`config.mk`:
```
export PLATFORM = sky130hd
export DESIGN_NAME = seg7_scan_display_flat
export DESIGN_NICKNAME = d
export VERILOG_FILES = /design/src/rtl/seg7_scan_display_pkg.sv /design/src/rtl/seg7_scan_display_if.sv /design/src/rtl/seg7_decode.sv /design/src/rtl/seg7_scan_display.sv /design/src/flat_wrapper.sv
export SDC_FILE = /design/constraint.sdc
export NUM_CORES = 1
export LEC_CHECK = 0
export CAP_MARGIN = 25
export CORE_MARGIN = 5
export CORE_UTILIZATION = 50
export DETAILED_ROUTE_END_ITERATION = 12
export HOLD_SLACK_MARGIN = 0.12
export PLACE_DENSITY = 0.73
export SYNTH_ARGS = -nofsm -noshare
export SYNTH_HDL_FRONTEND = slang
export SYNTH_SLANG_ARGS = --single-unit
```
`constraint.sdc`:
```
create_clock -name sys_clk -period 5.1 [get_ports sys_clk]
set_input_delay 1.02 -clock sys_clk [delete_from_list [all_inputs] [get_ports sys_clk]]
set_output_delay 1.02 -clock sys_clk [all_outputs]
set_load 0.02 [all_outputs]
```
`src/rtl/seg7_scan_display_pkg.sv`:
```
// ----------------------------------------------------------------------------
// seg7_scan_display_pkg
//   Shared constants for the 7-segment scan display and its input-side
//   companion, the switch sampler.
//   - SCAN_PERIOD_DEFAULT: slot length minus 1 in sys_clk cycles.
//     The value gives 1 ms at 50 MHz and is the common scan timebase.
//   - SEG_*: active-high glyphs, bit order {g,f,e,d,c,b,a}.
//   - CODE_BLANK: the BCD code that decodes to an all-off digit.
// ----------------------------------------------------------------------------
package seg7_scan_display_pkg;

  localparam logic [15:0] SCAN_PERIOD_DEFAULT = 16'd49999;

  localparam logic [6:0] SEG_0    = 7'h3F;
  localparam logic [6:0] SEG_1    = 7'h06;
  localparam logic [6:0] SEG_2    = 7'h5B;
  localparam logic [6:0] SEG_3    = 7'h4F;
  localparam logic [6:0] SEG_4    = 7'h66;
  localparam logic [6:0] SEG_5    = 7'h6D;
  localparam logic [6:0] SEG_6    = 7'h7D;
  localparam logic [6:0] SEG_7    = 7'h07;
  localparam logic [6:0] SEG_8    = 7'h7F;
  localparam logic [6:0] SEG_9    = 7'h6F;
  localparam logic [6:0] SEG_DASH = 7'h40;
  localparam logic [6:0] SEG_OFF  = 7'h00;

  localparam logic [3:0] CODE_BLANK = 4'hF;

endpackage

```
`src/rtl/seg7_scan_display_if.sv`:
```
// ----------------------------------------------------------------------------
// seg7_scan_display_if
//   Interface between the measurement datapath and the scan display.
//   master (datapath side): drives bcd_in, dp_in, load and blank_lz.
//                           Observes seg_out, dig_sel and frame_done.
//   slave  (display side) : the mirror image of master.
//   bcd_in     : packed BCD, where digit k = bcd_in[4k+3:4k]
//   dp_in      : decimal point enable, one bit per digit
//   load       : 1-cycle strobe that captures bcd_in/dp_in
//   blank_lz   : when 1, leading zeros are blanked
//   seg_out    : {dp,g,f,e,d,c,b,a}
//   dig_sel    : one-hot digit enable
//   frame_done : 1-cycle pulse at the end of the last digit slot
// ----------------------------------------------------------------------------
interface seg7_scan_display_if #(
  parameter int NUM_DIGITS = 8
);
  logic [4*NUM_DIGITS-1:0] bcd_in;
  logic [NUM_DIGITS-1:0]   dp_in;
  logic                    load;
  logic                    blank_lz;
  logic [7:0]              seg_out;
  logic [NUM_DIGITS-1:0]   dig_sel;
  logic                    frame_done;

  modport master (
    output bcd_in, dp_in, load, blank_lz,
    input  seg_out, dig_sel, frame_done
  );

  modport slave (
    input  bcd_in, dp_in, load, blank_lz,
    output seg_out, dig_sel, frame_done
  );
endinterface

```
`src/rtl/seg7_decode.sv`:
```
// ----------------------------------------------------------------------------
// seg7_decode
//   Combinational decoder from a BCD code plus a decimal point to active-high
//   segments.
//   code_i : 4-bit code. 0-9 map to digits, 10-14 map to '-', 15 maps to blank.
//   dp_i   : decimal point, passed through to seg_o[7].
//   seg_o  : {dp,g,f,e,d,c,b,a}, active-high.
// ----------------------------------------------------------------------------
module seg7_decode
  import seg7_scan_display_pkg::*;
(
  input  logic [3:0] code_i,
  input  logic       dp_i,
  output logic [7:0] seg_o
);

  logic [6:0] glyph;

  // NOTE: assigning a default before the case means every path drives glyph,
  // so no latch is inferred.
  always_comb begin
    glyph = SEG_OFF;
    case (code_i)
      4'd0: glyph = SEG_0;
      4'd1: glyph = SEG_1;
      4'd2: glyph = SEG_2;
      4'd3: glyph = SEG_3;
      4'd4: glyph = SEG_4;
      4'd5: glyph = SEG_5;
      4'd6: glyph = SEG_6;
      4'd7: glyph = SEG_7;
      4'd8: glyph = SEG_8;
      4'd9: glyph = SEG_9;
      4'd10, 4'd11, 4'd12, 4'd13, 4'd14: glyph = SEG_DASH;
      default: glyph = SEG_OFF;
    endcase
  end

  assign seg_o = {dp_i, glyph};

endmodule

```
`src/rtl/seg7_scan_display.sv`:
```
// ----------------------------------------------------------------------------
// seg7_scan_display
//   Time-multiplexed driver for a common-anode 7-segment display bank.
//   Each digit gets one scan slot of SCAN_PERIOD+1 cycles.
//   The first BLANK_CYC cycles of every slot keep all digits off, which
//   prevents ghosting.
//   A new value is staged in a shadow register and moves to the display
//   register only at the frame boundary, so a frame never mixes old and new
//   data.
//   sys_clk : system clock
//   sys_rst : synchronous reset, active-high
//   bus     : seg7_scan_display_if.slave
//             Carries bcd_in, dp_in, load and blank_lz in.
//             Carries seg_out, dig_sel and frame_done out.
// ----------------------------------------------------------------------------
module seg7_scan_display
  import seg7_scan_display_pkg::*;
#(
  parameter logic [15:0] SCAN_PERIOD = SCAN_PERIOD_DEFAULT,
  parameter int          NUM_DIGITS  = 8,
  parameter logic [15:0] BLANK_CYC   = 16'd500,
  parameter bit          ACTIVE_LOW  = 1'b1
) (
  input  logic                 sys_clk,
  input  logic                 sys_rst,
  seg7_scan_display_if.slave   bus
);

  localparam int                    IDX_W        = (NUM_DIGITS > 1) ? $clog2(NUM_DIGITS) : 1;
  localparam logic [IDX_W-1:0]      LAST_IDX     = IDX_W'(NUM_DIGITS - 1);
  localparam logic [7:0]            SEG_INACTIVE = {8{ACTIVE_LOW}};
  localparam logic [NUM_DIGITS-1:0] DIG_INACTIVE = {NUM_DIGITS{ACTIVE_LOW}};

  // Timebase and digit index.
  logic [15:0]             slot_cnt_q, slot_cnt_d;
  logic [IDX_W-1:0]        dig_idx_q,  dig_idx_d;
  logic                    slot_wrap, frame_wrap;

  // Shadow (staging) and display registers.
  logic [4*NUM_DIGITS-1:0] shadow_bcd_q, shadow_bcd_d;
  logic [NUM_DIGITS-1:0]   shadow_dp_q,  shadow_dp_d;
  logic [4*NUM_DIGITS-1:0] disp_bcd_q,   disp_bcd_d;
  logic [NUM_DIGITS-1:0]   disp_dp_q,    disp_dp_d;

  // Output registers.
  logic [7:0]              seg_q,        seg_d;
  logic [NUM_DIGITS-1:0]   dig_sel_q,    dig_sel_d;
  logic                    frame_done_q, frame_done_d;

  // Decode path.
  logic [NUM_DIGITS-1:0]   lz_blank;
  logic                    lz_run;
  logic [3:0]              cur_code;
  logic                    cur_dp;
  logic [7:0]              seg_raw;
  logic [NUM_DIGITS-1:0]   dig_on;

  // --------------------------------------------------------------------------
  // Timebase
  // --------------------------------------------------------------------------
  always_comb begin
    slot_wrap  = (slot_cnt_q == SCAN_PERIOD);
    frame_wrap = slot_wrap && (dig_idx_q == LAST_IDX);

    slot_cnt_d = slot_wrap ? 16'd0 : slot_cnt_q + 16'd1;
    dig_idx_d  = dig_idx_q;
    if (slot_wrap) begin
      dig_idx_d = (dig_idx_q == LAST_IDX) ? '0 : dig_idx_q + 1'b1;
    end

    // frame_done is computed from the next state, so the registered pulse
    // lines up with the cycle in which the last slot wraps.
    frame_done_d = (slot_cnt_d == SCAN_PERIOD) && (dig_idx_d == LAST_IDX);
  end

  // --------------------------------------------------------------------------
  // Shadow and display registers
  // --------------------------------------------------------------------------
  always_comb begin
    shadow_bcd_d = bus.load ? bus.bcd_in : shadow_bcd_q;
    shadow_dp_d  = bus.load ? bus.dp_in  : shadow_dp_q;
    // shadow_*_d already includes a load in this cycle. A load that coincides
    // with the frame boundary therefore goes straight to the display.
    disp_bcd_d   = frame_wrap ? shadow_bcd_d : disp_bcd_q;
    disp_dp_d    = frame_wrap ? shadow_dp_d  : disp_dp_q;
  end

  // --------------------------------------------------------------------------
  // Leading-zero blanking
  // The scan runs from the MSB down. The run ends at the first digit that is
  // nonzero or has its dp set. Digit 0 is never blanked.
  // --------------------------------------------------------------------------
  always_comb begin
    lz_blank = '0;
    lz_run   = bus.blank_lz;
    for (int k = NUM_DIGITS - 1; k >= 1; k--) begin
      lz_run      = lz_run && (disp_bcd_q[4*k +: 4] == 4'd0) && !disp_dp_q[k];
      lz_blank[k] = lz_run;
    end
  end

  // --------------------------------------------------------------------------
  // Current digit, decode, and output next-state
  // --------------------------------------------------------------------------
  always_comb begin
    cur_code = disp_bcd_q[{dig_idx_q, 2'b00} +: 4];
    cur_dp   = disp_dp_q[dig_idx_q];
    if (lz_blank[dig_idx_q]) begin
      cur_code = CODE_BLANK;
      cur_dp   = 1'b0;
    end
  end

  seg7_decode u_decode (
    .code_i (cur_code),
    .dp_i   (cur_dp),
    .seg_o  (seg_raw)
  );

  always_comb begin
    seg_d  = seg_raw ^ SEG_INACTIVE;
    dig_on = '0;
    if (slot_cnt_q >= BLANK_CYC) begin
      dig_on = NUM_DIGITS'(1) << dig_idx_q;
    end
    dig_sel_d = dig_on ^ DIG_INACTIVE;
  end

  // --------------------------------------------------------------------------
  // State registers
  // --------------------------------------------------------------------------
  // NOTE: sequential state uses <= so that every register samples the values
  // from before the edge. The always_comb blocks use = because later
  // statements in them depend on earlier ones.
  always_ff @(posedge sys_clk) begin
    if (sys_rst) begin
      slot_cnt_q   <= '0;
      dig_idx_q    <= '0;
      shadow_bcd_q <= '0;
      shadow_dp_q  <= '0;
      disp_bcd_q   <= '0;
      disp_dp_q    <= '0;
      seg_q        <= SEG_INACTIVE;
      dig_sel_q    <= DIG_INACTIVE;
      frame_done_q <= 1'b0;
    end else begin
      slot_cnt_q   <= slot_cnt_d;
      dig_idx_q    <= dig_idx_d;
      shadow_bcd_q <= shadow_bcd_d;
      shadow_dp_q  <= shadow_dp_d;
      disp_bcd_q   <= disp_bcd_d;
      disp_dp_q    <= disp_dp_d;
      seg_q        <= seg_d;
      dig_sel_q    <= dig_sel_d;
      frame_done_q <= frame_done_d;
    end
  end

  assign bus.seg_out    = seg_q;
  assign bus.dig_sel    = dig_sel_q;
  assign bus.frame_done = frame_done_q;

endmodule

```
`src/flat_wrapper.sv`:
```
// flat-port wrapper written by rule: the top's interface ports become plain ports
module seg7_scan_display_flat import seg7_scan_display_pkg::*;
#(
  parameter logic [15:0] SCAN_PERIOD = SCAN_PERIOD_DEFAULT,
  parameter int          NUM_DIGITS  = 8,
  parameter logic [15:0] BLANK_CYC   = 16'd500,
  parameter bit          ACTIVE_LOW  = 1'b1
)
  (sys_clk, sys_rst, bus_bcd_in, bus_dp_in, bus_load, bus_blank_lz, bus_seg_out, bus_dig_sel, bus_frame_done);
  seg7_scan_display_if #(.NUM_DIGITS(NUM_DIGITS)) bus_i ();
  input  logic sys_clk;
  input  logic sys_rst;
  input wire logic [$bits(bus_i.bcd_in)-1:0] bus_bcd_in;
  input wire logic [$bits(bus_i.dp_in)-1:0] bus_dp_in;
  input wire logic [$bits(bus_i.load)-1:0] bus_load;
  input wire logic [$bits(bus_i.blank_lz)-1:0] bus_blank_lz;
  output wire logic [$bits(bus_i.seg_out)-1:0] bus_seg_out;
  output wire logic [$bits(bus_i.dig_sel)-1:0] bus_dig_sel;
  output wire logic [$bits(bus_i.frame_done)-1:0] bus_frame_done;
  assign bus_i.bcd_in = bus_bcd_in;
  assign bus_i.dp_in = bus_dp_in;
  assign bus_i.load = bus_load;
  assign bus_i.blank_lz = bus_blank_lz;
  assign bus_seg_out = bus_i.seg_out;
  assign bus_dig_sel = bus_i.dig_sel;
  assign bus_frame_done = bus_i.frame_done;
  seg7_scan_display #(.SCAN_PERIOD(SCAN_PERIOD), .NUM_DIGITS(NUM_DIGITS), .BLANK_CYC(BLANK_CYC), .ACTIVE_LOW(ACTIVE_LOW)) u_core (.sys_clk(sys_clk), .sys_rst(sys_rst), .bus(bus_i));
endmodule
```
=== Yosys cells after proc, flatten, opt, wreduce, memory -nomap -nowiden ===
Memory sizes are Yosys's and may differ from the RTL's.
Index checks and enable logic that the tools add are counted.

* Flip-flop bits (word level): 116
* Bits in latches: 0
* Bits in writable memories: 0
* Memory bits (read-only): 112
* Output and inout bits: 17
* Logic and storage cells: 64
* Memories kept: 1

{| class="wikitable"
|+ Memories
! memory !! depth !! bits a word !! read ports !! clocked after Yosys merged registers in !! write ports !! RTL line !! source
|-
| (no name shown) || 16 || 7 || 1 || 0 || 0 || seg7_decode.sv:23 || <nowiki>case (code_i)</nowiki>
|}

* Add/subtract/negate cells: 2
* Multipliers: 0
* Div/mod/pow operators: 0
* Order comparisons: 2
* Eq/ne operators: 4
* Shifts and indexed selects: 2
* Mux-type cells: 12
* Bitwise operators: 2
* Reduce and logical (&&, ||, !) cells: 30

{| class="wikitable"
|+ Operator list
! operator !! number
|-
| 16-bit == test (second input constant) || 2
|-
| 32-bit 2-to-1 mux || 1
|-
| 32-bit by 6-bit variable part select with 4-bit output || 1
|-
| 4-bit logical NOT || 7
|-
| 16-bit by 1-bit adder with 16-bit output (second input constant) || 1
|-
| 16-bit by 9-bit greater-or-equal comparator with 1-bit output (second input constant) || 1
|-
| 1-bit logical AND || 16
|-
| 16-bit 2-to-1 mux || 1
|-
| 8-bit 2-to-1 mux || 2
|-
| 8-bit inverter || 2
|-
| 1-bit by 3-bit left shift with 8-bit output (first input constant) || 1
|-
| 1-bit logical NOT || 7
|-
| 1-bit binary-select mux with 3-bit select || 2
|-
| 3-bit == test (second input constant) || 2
|-
| 3-bit 2-to-1 mux || 2
|-
| 3-bit by 4-bit < comparator with 1-bit output (second input constant) || 1
|-
| 4-bit 2-to-1 mux || 1
|-
| 3-bit by 1-bit adder with 3-bit output (second input constant) || 1
|-
| 1-bit 2-to-1 mux || 3
|}

=== Longest topological paths before layout ===
Gate-level depths: netlist of the first run.
An unclocked memory read counts as a cell.

* Word-level depth: 20
* Gate-level depth with buffers: 13
* Depth with buffers taken out: 11

=== Modules after synthesis ===
A second synthesis of the first run with hierarchy kept.

* Cell total of the unflattened synthesis: 514
* Area total of the unflattened synthesis: 4962.3 um^2

{| class="wikitable"
|+ By module, submodules not included
! module !! instances !! cells an instance !! area an instance (um^2)
|-
| seg7_scan_display || 1 || 484 || 4738.3
|-
| seg7_decode || 1 || 30 || 224.0
|}

=== Worst setup path before layout of the first run ===
Ideal clock, no wire load.

* Kind: input port to flip-flop
* From: in bus_blank_lz
* To: reg u_core.seg_q[0], in the netlist u_core.bus.seg_out[0]
* Setup time: 143 ps
* Data arrival time: 2753 ps
* Data required time: 4957 ps
* Slack: 2204 ps
* Stages on the path: 9
* Path buffers: 0
* Path through: or4b_2 > nor3_1 > nand3_1 > nor2_1 > o32a_1 > inv_1 > ha_1 > mux2i_1 > o21ai_0

* Longest elaborated chain between the ends: 19

{| class="wikitable"
|+ RTL lines
! item !! RTL line !! source
|-
| start, declared || flat_wrapper.sv:16 || <nowiki>input wire logic [$bits(bus_i.blank_lz)-1:0] bus_blank_lz;</nowiki>
|-
| 1-bit logical AND (*) (2 in series) || seg7_scan_display.sv:97 || <nowiki>lz_run = lz_run && (disp_bcd_q[4*k +: 4] == 4'd0) && !disp_dp_q[k];</nowiki>
|-
| 1-bit logical AND (12 in series) || seg7_scan_display.sv:97 ||
|-
| 1-bit binary-select mux with 3-bit select (*) || seg7_scan_display.sv:108 || <nowiki>if (lz_blank[dig_idx_q]) begin</nowiki>
|-
| 1-bit 2-to-1 mux (implied by the code) (*) || seg7_scan_display.sv:108 ||
|-
| 4-bit 2-to-1 mux (*) || seg7_scan_display.sv:108 ||
|-
| memory 16 x 7 bit (*) || - ||
|-
| 8-bit inverter (no source line) (*) || - ||
|-
| end signal, assigned || seg7_scan_display.sv:153 || <nowiki>seg_q <= seg_d;</nowiki>
|-
| end, declared || seg7_scan_display.sv:46 || <nowiki>logic [7:0] seg_q, seg_d;</nowiki>
|}

Every way passes the cells marked *; elsewhere a longest branch is shown, timed or not. The select of a mux whose other input is x is not followed.
A chain may end at the register's enable or synchronous reset.

=== Worst setup path after layout of the first run ===
* From: in bus_blank_lz
* To: reg u_core.seg_q[3], in the netlist u_core.bus.seg_out[3]

Same word-level chain as after synthesis.

==> metrics.cfg, run 1 <==
[final_layout]
area_delta_synth_final_pct = 25.8
final_nets = 608
fillers = 821
layout-drive-gt1-share = 0.0961
design_area_mm2 = 0.00611
diodes = 0
instances_no_fill = 695

[detailed_routing]
ant_nets = 0
wire_per_inst_um = 15.1
firstDrtPassIters = 4
dr_total_vias = 3745
drc = 0
viasPerCell = 5.39
drtIter0Drc = 235
drt-total-wl_mm = 10.5

[die]
die_y_um = 109
start_util = 0.503
ios = 61
dieArea_mm2 = 0.0118
die_w_um = 109
rows = 36
core_area_mm2 = 0.00964

[timing]
hold_viol = 0
rsz0062_at_grt = no
setup_tns_ns = 0
setup_viol = 0
fmax_mhz = 311
post-route-period-util = 0.630
tightestPinTransition_ns = 0.910
timing.hold.ws_ns = 0.488
skew_ns = 0.0132
relSlewSlack = 0.392
layout_setup_ws_ns = 1.88
drv_slew = 0
min_period_ns = 3.22

[setup_path]
critPathMaxFanout = 5
crit_arrival_ns = 3.56
critical_path_class = input port to register
r2r_setup_slack_ns = 1.99
start_kind = input port
worstSetupEndpointType = register
worstReg2RegStart = u_core.dig_idx_q[0]
crit_start = bus_blank_lz
required_ns = 5.45

[synthesis]
ys_seq_area_frac = 0.479
synth_largest_area_cell = dfxtp_1
synth_top_cells_by_area = dfxtp_1 (48%), mux2i_1 (9.1%), nor2_1 (8.2%)
synth_async_sr_flop_share = 0
avgSynthCellArea_um2 = 9.70
mappedNetlistNets = 558
synth-edff-count = 0
ys_seq_elements = 116
yosysWarnings = 0
synth_cell_types = 50
syn_area_mm2 = 0.00485
synth_top_area_frac = 0.479
synthFlopType = dfxtp_1
syn_inst = 500

[worst_hold_path]
hp-start = u_core.shadow_bcd_q[29]
hp-class = register to register

[clocking]
ctsHoldBuffers = 0
cts_resized = 0
clock-sinks = 116
clk_pin_slew_worst_paths_ns = 0.06
cts_buffer_depth = 2
htreeDepth = 4
cts_tree = yes
clk_latency_ns = 0.51
cts_root_buffer = clkbuf_8
cts_buffers = 17
cts_setup_buffers = 0

[place]
dp.cells = 664
dp_hpwl_mm = 7.29
gp_congestion = 0.836
dpl_cell_area_mm2 = 0.00552
port_buffers = 60
pre_cts_slack_ns = 1.45

[status]
outcome = completed

[grt]
grt_usage = 0.196
grt_max_degree = 59
grt_pass1_vias = 3819
grt.overflow.total = 0
grt_pass1_wl_mm = 18.0
antenna_found_initial = 0

[pwr]
peakVddDrop_mv = 0.219
powerDensity_mw_per_mm2 = 364
leakagePower_nw = 2.35

[flow_run]
drv_cap = 0

[synthesized netlist by cell type (all sizes together) (6+ instances only)]
library cell / n
mux4: 10
xor2: 7
nand4: 6
inv: 10
nand3: 13
clkbuf: 19
ha: 14
nor2: 107
a211oi: 41
nand2: 25
nor3: 7
dfxtp: 116
o21ai: 9
mux2i: 45
or4: 6
buf: 13
a21oi: 7
[metal layers]
layer  vias up  part of all wire  global-route usage
met5         -                 0                   0
met4         0             0.012              0.0766
met3        13             0.055              0.0579
met2       120              0.48               0.314
met1      1745              0.46               0.248
li1       1867                 -                   -
[kinds of logic (layout without fill, tap and decap cells)]
| group | after synthesis | in the layout | synth area share |
|---|---|---|---|
| xor gates and xnor gates | 12 | 12 | 0.0217 |
| muxes | 55 | 55 | 0.140 |
| adders and majority gates | 14 | 14 | 0.0361 |
| and+or+nand+nor | 188 | 188 | 0.181 |
| DFF | 116 | 116 | 0.479 |
| AOI/OAI and AO/OA | 72 | 72 | 0.106 |
| buffers and inverters | 43 | 105 | 0.0358 |
[flip-flops by register name, summed over array words and instances, names as in the netlist]
register               flops
u_core.bus.dig_sel         8
u_core.bus.frame_done      1
u_core.bus.seg_out         8
u_core.dig_idx_q           3
u_core.disp_bcd_q         32
u_core.disp_dp_q           8
u_core.shadow_bcd_q       32
u_core.shadow_dp_q         8
u_core.slot_cnt_q         16
[layout by cell type, fill, tap and decap left out, types with 5 or more instances in the layout]
cell type,instances
a211oi_1,41
a21oi_1,7
clkbuf_16,16
clkdlybuf4s50_1,58
clkinv_2,5
dfxtp_1,116
ha_1,14
inv_1,10
mux2i_1,44
mux4_2,10
nand2_1,25
nand3_1,12
nand4_1,6
nor2_1,106
nor3_1,7
o21ai_0,9
or4_1,6
xnor2_1,5
xor2_1,7
[worst paths after layout]
kind                             endpoint  cells past startpoint
setup / recovery    u_core.bus.seg_out[3]                     10
hold / removal    u_core.shadow_bcd_q[29]                      2
setup reg to reg     u_core.disp_bcd_q[4]                      7
hold reg to reg   u_core.shadow_bcd_q[29]                      2
[power breakdown]
group / total, mW / leakage [nW] / internal, mW / switching (mW)
clock: 1.17 / 0.289 / 0.774 / 0.395
combinational: 0.111 / 1.11 / 0.0571 / 0.0544
sequential: 0.939 / 0.946 / 0.930 / 0.00889
total: 2.22 / 2.35 / 1.76 / 0.459
[layout make-up]
| cell class | instances | area, um^2 | share of cell area |
|---|---|---|---|
| Clock buffer | 21 | 459 | 0.0752 |
| Clock inverter | 10 | 130 | 0.0213 |
| Inverter | 11 | 41.3 | 0.00676 |
| Multi-Input combinational cell | 341 | 2360 | 0.387 |
| Sequential cell | 116 | 2320 | 0.380 |
| Tap cell | 133 | 166 | 0.0273 |
| Timing Repair Buffer | 63 | 626 | 0.102 |
[through the flow]
step / power (mW) / utilization
after global placement: 1.06 / 0.570
after global routing: 2.30 / 0.633
final: 2.22 / 0.633
after floorplan: 1.02 / -
after CTS: 2.24 / 0.633
after detailed placement: 1.07 / 0.572
[worst max-delay path: stages]
cell             delay [ns]
clkdlybuf4s50_1        0.46
or4b_2                 0.60
nor3_1                 0.16
nand3_1                0.11
nor2_1                 0.30
o32a_1                 0.31
inv_1                  0.11
ha_1                   0.23
mux2i_1                0.15
o21ai_0                0.11
Note: power is estimated with default switching activity, not from simulation.
==> run 2: changes to the inputs <==
--- a/config.mk
+++ b/config.mk
@@ -10,7 +10,7 @@
 export CORE_UTILIZATION = 50
 export DETAILED_ROUTE_END_ITERATION = 12
 export HOLD_SLACK_MARGIN = 0.12
-export PLACE_DENSITY = 0.73
+export PLACE_DENSITY = 0.76
 export SYNTH_ARGS = -nofsm -noshare
 export SYNTH_HDL_FRONTEND = slang
 export SYNTH_SLANG_ARGS = --single-unit
==> constraint.sdc (replaced) <==
create_clock -name sys_clk -period 2.9 [get_ports sys_clk]
set_input_delay 0.58 -clock sys_clk [delete_from_list [all_inputs] [get_ports sys_clk]]
set_output_delay 0.58 -clock sys_clk [all_outputs]
set_load 0.02 [all_outputs]
==> run 2 against run 1 <==
First-iteration DRC count fell by 6.0%. Worst setup slack got worse by 1.7 ns. Design area rose by 0.18%. Critical endpoint is now u_core.bus.seg_out[5].
==> metrics.cfg, run 2 (synthesis gave the netlist of run 1 again) <==
[pwr]
p_sw_frac = 0.218  ; was 0.207
peakVddDrop_mv = 0.407  ; was 0.219 mV
seq_power_share = 0.441  ; was 0.423
p_clk_frac = 0.507  ; was 0.527
powerDensity_mw_per_mm2 = 612  ; was 364 mW/mm^2
leakagePower_nw = 2.35  ; about the same
cell_internal_pwr_mw = 2.93  ; was 1.76 mW
combPwrFrac = 0.052  ; was 0.050
switchingPower_mw = 0.817  ; was 0.459 mW

[clocking]
clk_pin_slew_worst_paths_ns = 0.06  ; about the same
cts_setup_buffers = 0  ; unchanged
htreeDepth = 4  ; unchanged
cts_resized = 0  ; unchanged
cts_buffers = 17  ; unchanged
cts_tree = yes  ; unchanged
cts_root_buffer = clkbuf_8  ; unchanged
clock-sinks = 116  ; unchanged
clk_latency_ns = 0.52  ; was 0.51 ns
cts_buffer_depth = 2  ; unchanged
ctsHoldBuffers = 0  ; unchanged

[grt]
grt_pass1_wl_mm = 17.9  ; was 18.0 mm
grt_usage = 0.195  ; was 0.196
grt_max_degree = 65  ; was 59
grt_pass1_vias = 3771  ; was 3819
antenna_found_initial = 0  ; unchanged
grt.overflow.total = 0  ; unchanged

[setup_path]
worstSetupEndpointType = register  ; unchanged
critical_path_class = register to register  ; was input port to register
required_ns = 3.28  ; was 5.45 ns
crit_arrival_ns = 3.09  ; was 3.56 ns
start_kind = register  ; was input port
critPathMaxFanout = 12  ; was 5

[die]
die_w_um = 109  ; unchanged
core_area_mm2 = 0.00964  ; unchanged
dieArea_mm2 = 0.0118  ; unchanged
start_util = 0.503  ; unchanged
rows = 36  ; unchanged
ios = 61  ; unchanged
die_y_um = 109  ; unchanged

[timing]
skew_ns = 0.00714  ; was 0.0132 ns
setup_viol = 0  ; unchanged
hold_viol = 0  ; unchanged
drv_slew = 0  ; unchanged
fmax_mhz = 369
post-route-period-util = 0.935
relSlewSlack = 0.552  ; was 0.392
rsz0062_at_grt = no  ; unchanged
setup_tns_ns = 0  ; unchanged
tightestPinTransition_ns = 0.670  ; was 0.910 ns
min_period_ns = 2.71

[final_layout]
final_nets = 614  ; was 608
layout-drive-gt1-share = 0.104  ; was 0.0961
instances_no_fill = 701  ; was 695
top_regs = u_core.disp_bcd_q: 32 flops, u_core.shadow_bcd_q: 32 flops, u_core.slot_cnt_q: 16 flops  ; unchanged
final_cell_mix = dfxtp_1 (116), nor2_1 (106), clkdlybuf4s50_1 (58)  ; unchanged
diodes = 0  ; unchanged
area_delta_synth_final_pct = 26.1  ; was 25.8%
final_common_cell = dfxtp_1  ; unchanged

[detailed_routing]
firstDrtPassIters = 4  ; unchanged
viasPerCell = 5.38  ; was 5.39
drc = 0  ; unchanged
drtIter0Drc = 221  ; was 235
drt-total-wl_mm = 10.6  ; was 10.5 mm
dr_total_vias = 3774  ; was 3745
ant_nets = 0  ; unchanged
wire_per_inst_um = 15.1  ; about the same

[place]
gp_congestion = 0.884  ; was 0.836
port_buffers = 60  ; unchanged
dp_hpwl_mm = 7.54  ; was 7.29 mm
dp.cells = 670  ; was 664

[status]
outcome = completed  ; unchanged

[flow_run]
drv_cap = 0  ; unchanged

[worst_hold_path]
hp-class = register to register  ; unchanged

-- run 2: cell types whose count changed in the layout (fill, tap and decap cells not counted), sizes merged --
cell | before | now
clkinv | 6 | 5
clkinvlp | 2 | 4
clkbuf | 21 | 22
bufinv | 3 | 1
buf | 5 | 11
-- run 2: final cells by class --
type                    instances  area [um^2]
fillers                       809         3520
multi-input cells             341         2360
flip-flops and latches        116         2320
repair buffers                 69          683
clock buffers                  22          463
well taps                     133          166
clock inverters                 9         80.1
inverters                      11         41.3
-- run 2: per-stage QoR --
| stage | instance area, um^2 | power [mW] | util | hold WS (ns) | setup WS [ns] |
|---|---|---|---|---|---|
| 3_3_place_gp | 5570 | 1.87 | 0.578 | 0.470 | -0.113 |
| 6_report | 6120 | 3.74 | 0.635 | 0.486 | 0.189 |
| 3_5_place_dp | 5570 | 1.88 | 0.578 | 0.483 | -0.198 |
| 4_1_cts | 6120 | 3.78 | 0.635 | 0.497 | 0.192 |
| 5_1_grt | 6120 | 3.88 | 0.635 | 0.525 | 0.0203 |
| 2_1_floorplan | 4850 | 1.79 | - | 0.449 | 0.444 |
-- run 2: worst paths after layout --
kind,from,endpoint,slack (ns),depth (start not counted)
worst min-delay path,u_core.shadow_bcd_q[29],u_core.shadow_bcd_q[29],0.49,2
worst max register to register,u_core.dig_idx_q[0],u_core.bus.seg_out[5],0.19,10
worst max-delay path,u_core.dig_idx_q[0],u_core.bus.seg_out[5],0.19,10
worst min register to register,u_core.shadow_bcd_q[29],u_core.shadow_bcd_q[29],0.49,2
-- run 2: per-layer routing --
layer / wire, um / track usage / share of wire
met1: 4770 / 0.241 / 0.45
met2: 5110 / 0.316 / 0.48
met3: 523 / 0.0669 / 0.049
met4: 201 / 0.0685 / 0.019
met5: 0 / 0 / 0
-- run 2: worst max-delay path: stages (launching register included) --
cell,delay (ns)
dfxtp_1,0.52
buf_4,0.29
mux4_2,0.52
nand2b_1,0.16
o32ai_1,0.36
inv_1,0.15
ha_1,0.24
inv_1,0.09
mux2i_1,0.07
nand2_1,0.10
nand2_1,0.06
-- run 2: power by group through the flow --
stage	clock [mW]	combinational [mW]	sequential [mW]
finish	1.90	0.194	1.65
global route	2.01	0.215	1.65
CTS	1.93	0.197	1.65
detailed placement	0	0.195	1.68
global placement	0	0.191	1.68
floorplan	0	0.0989	1.69
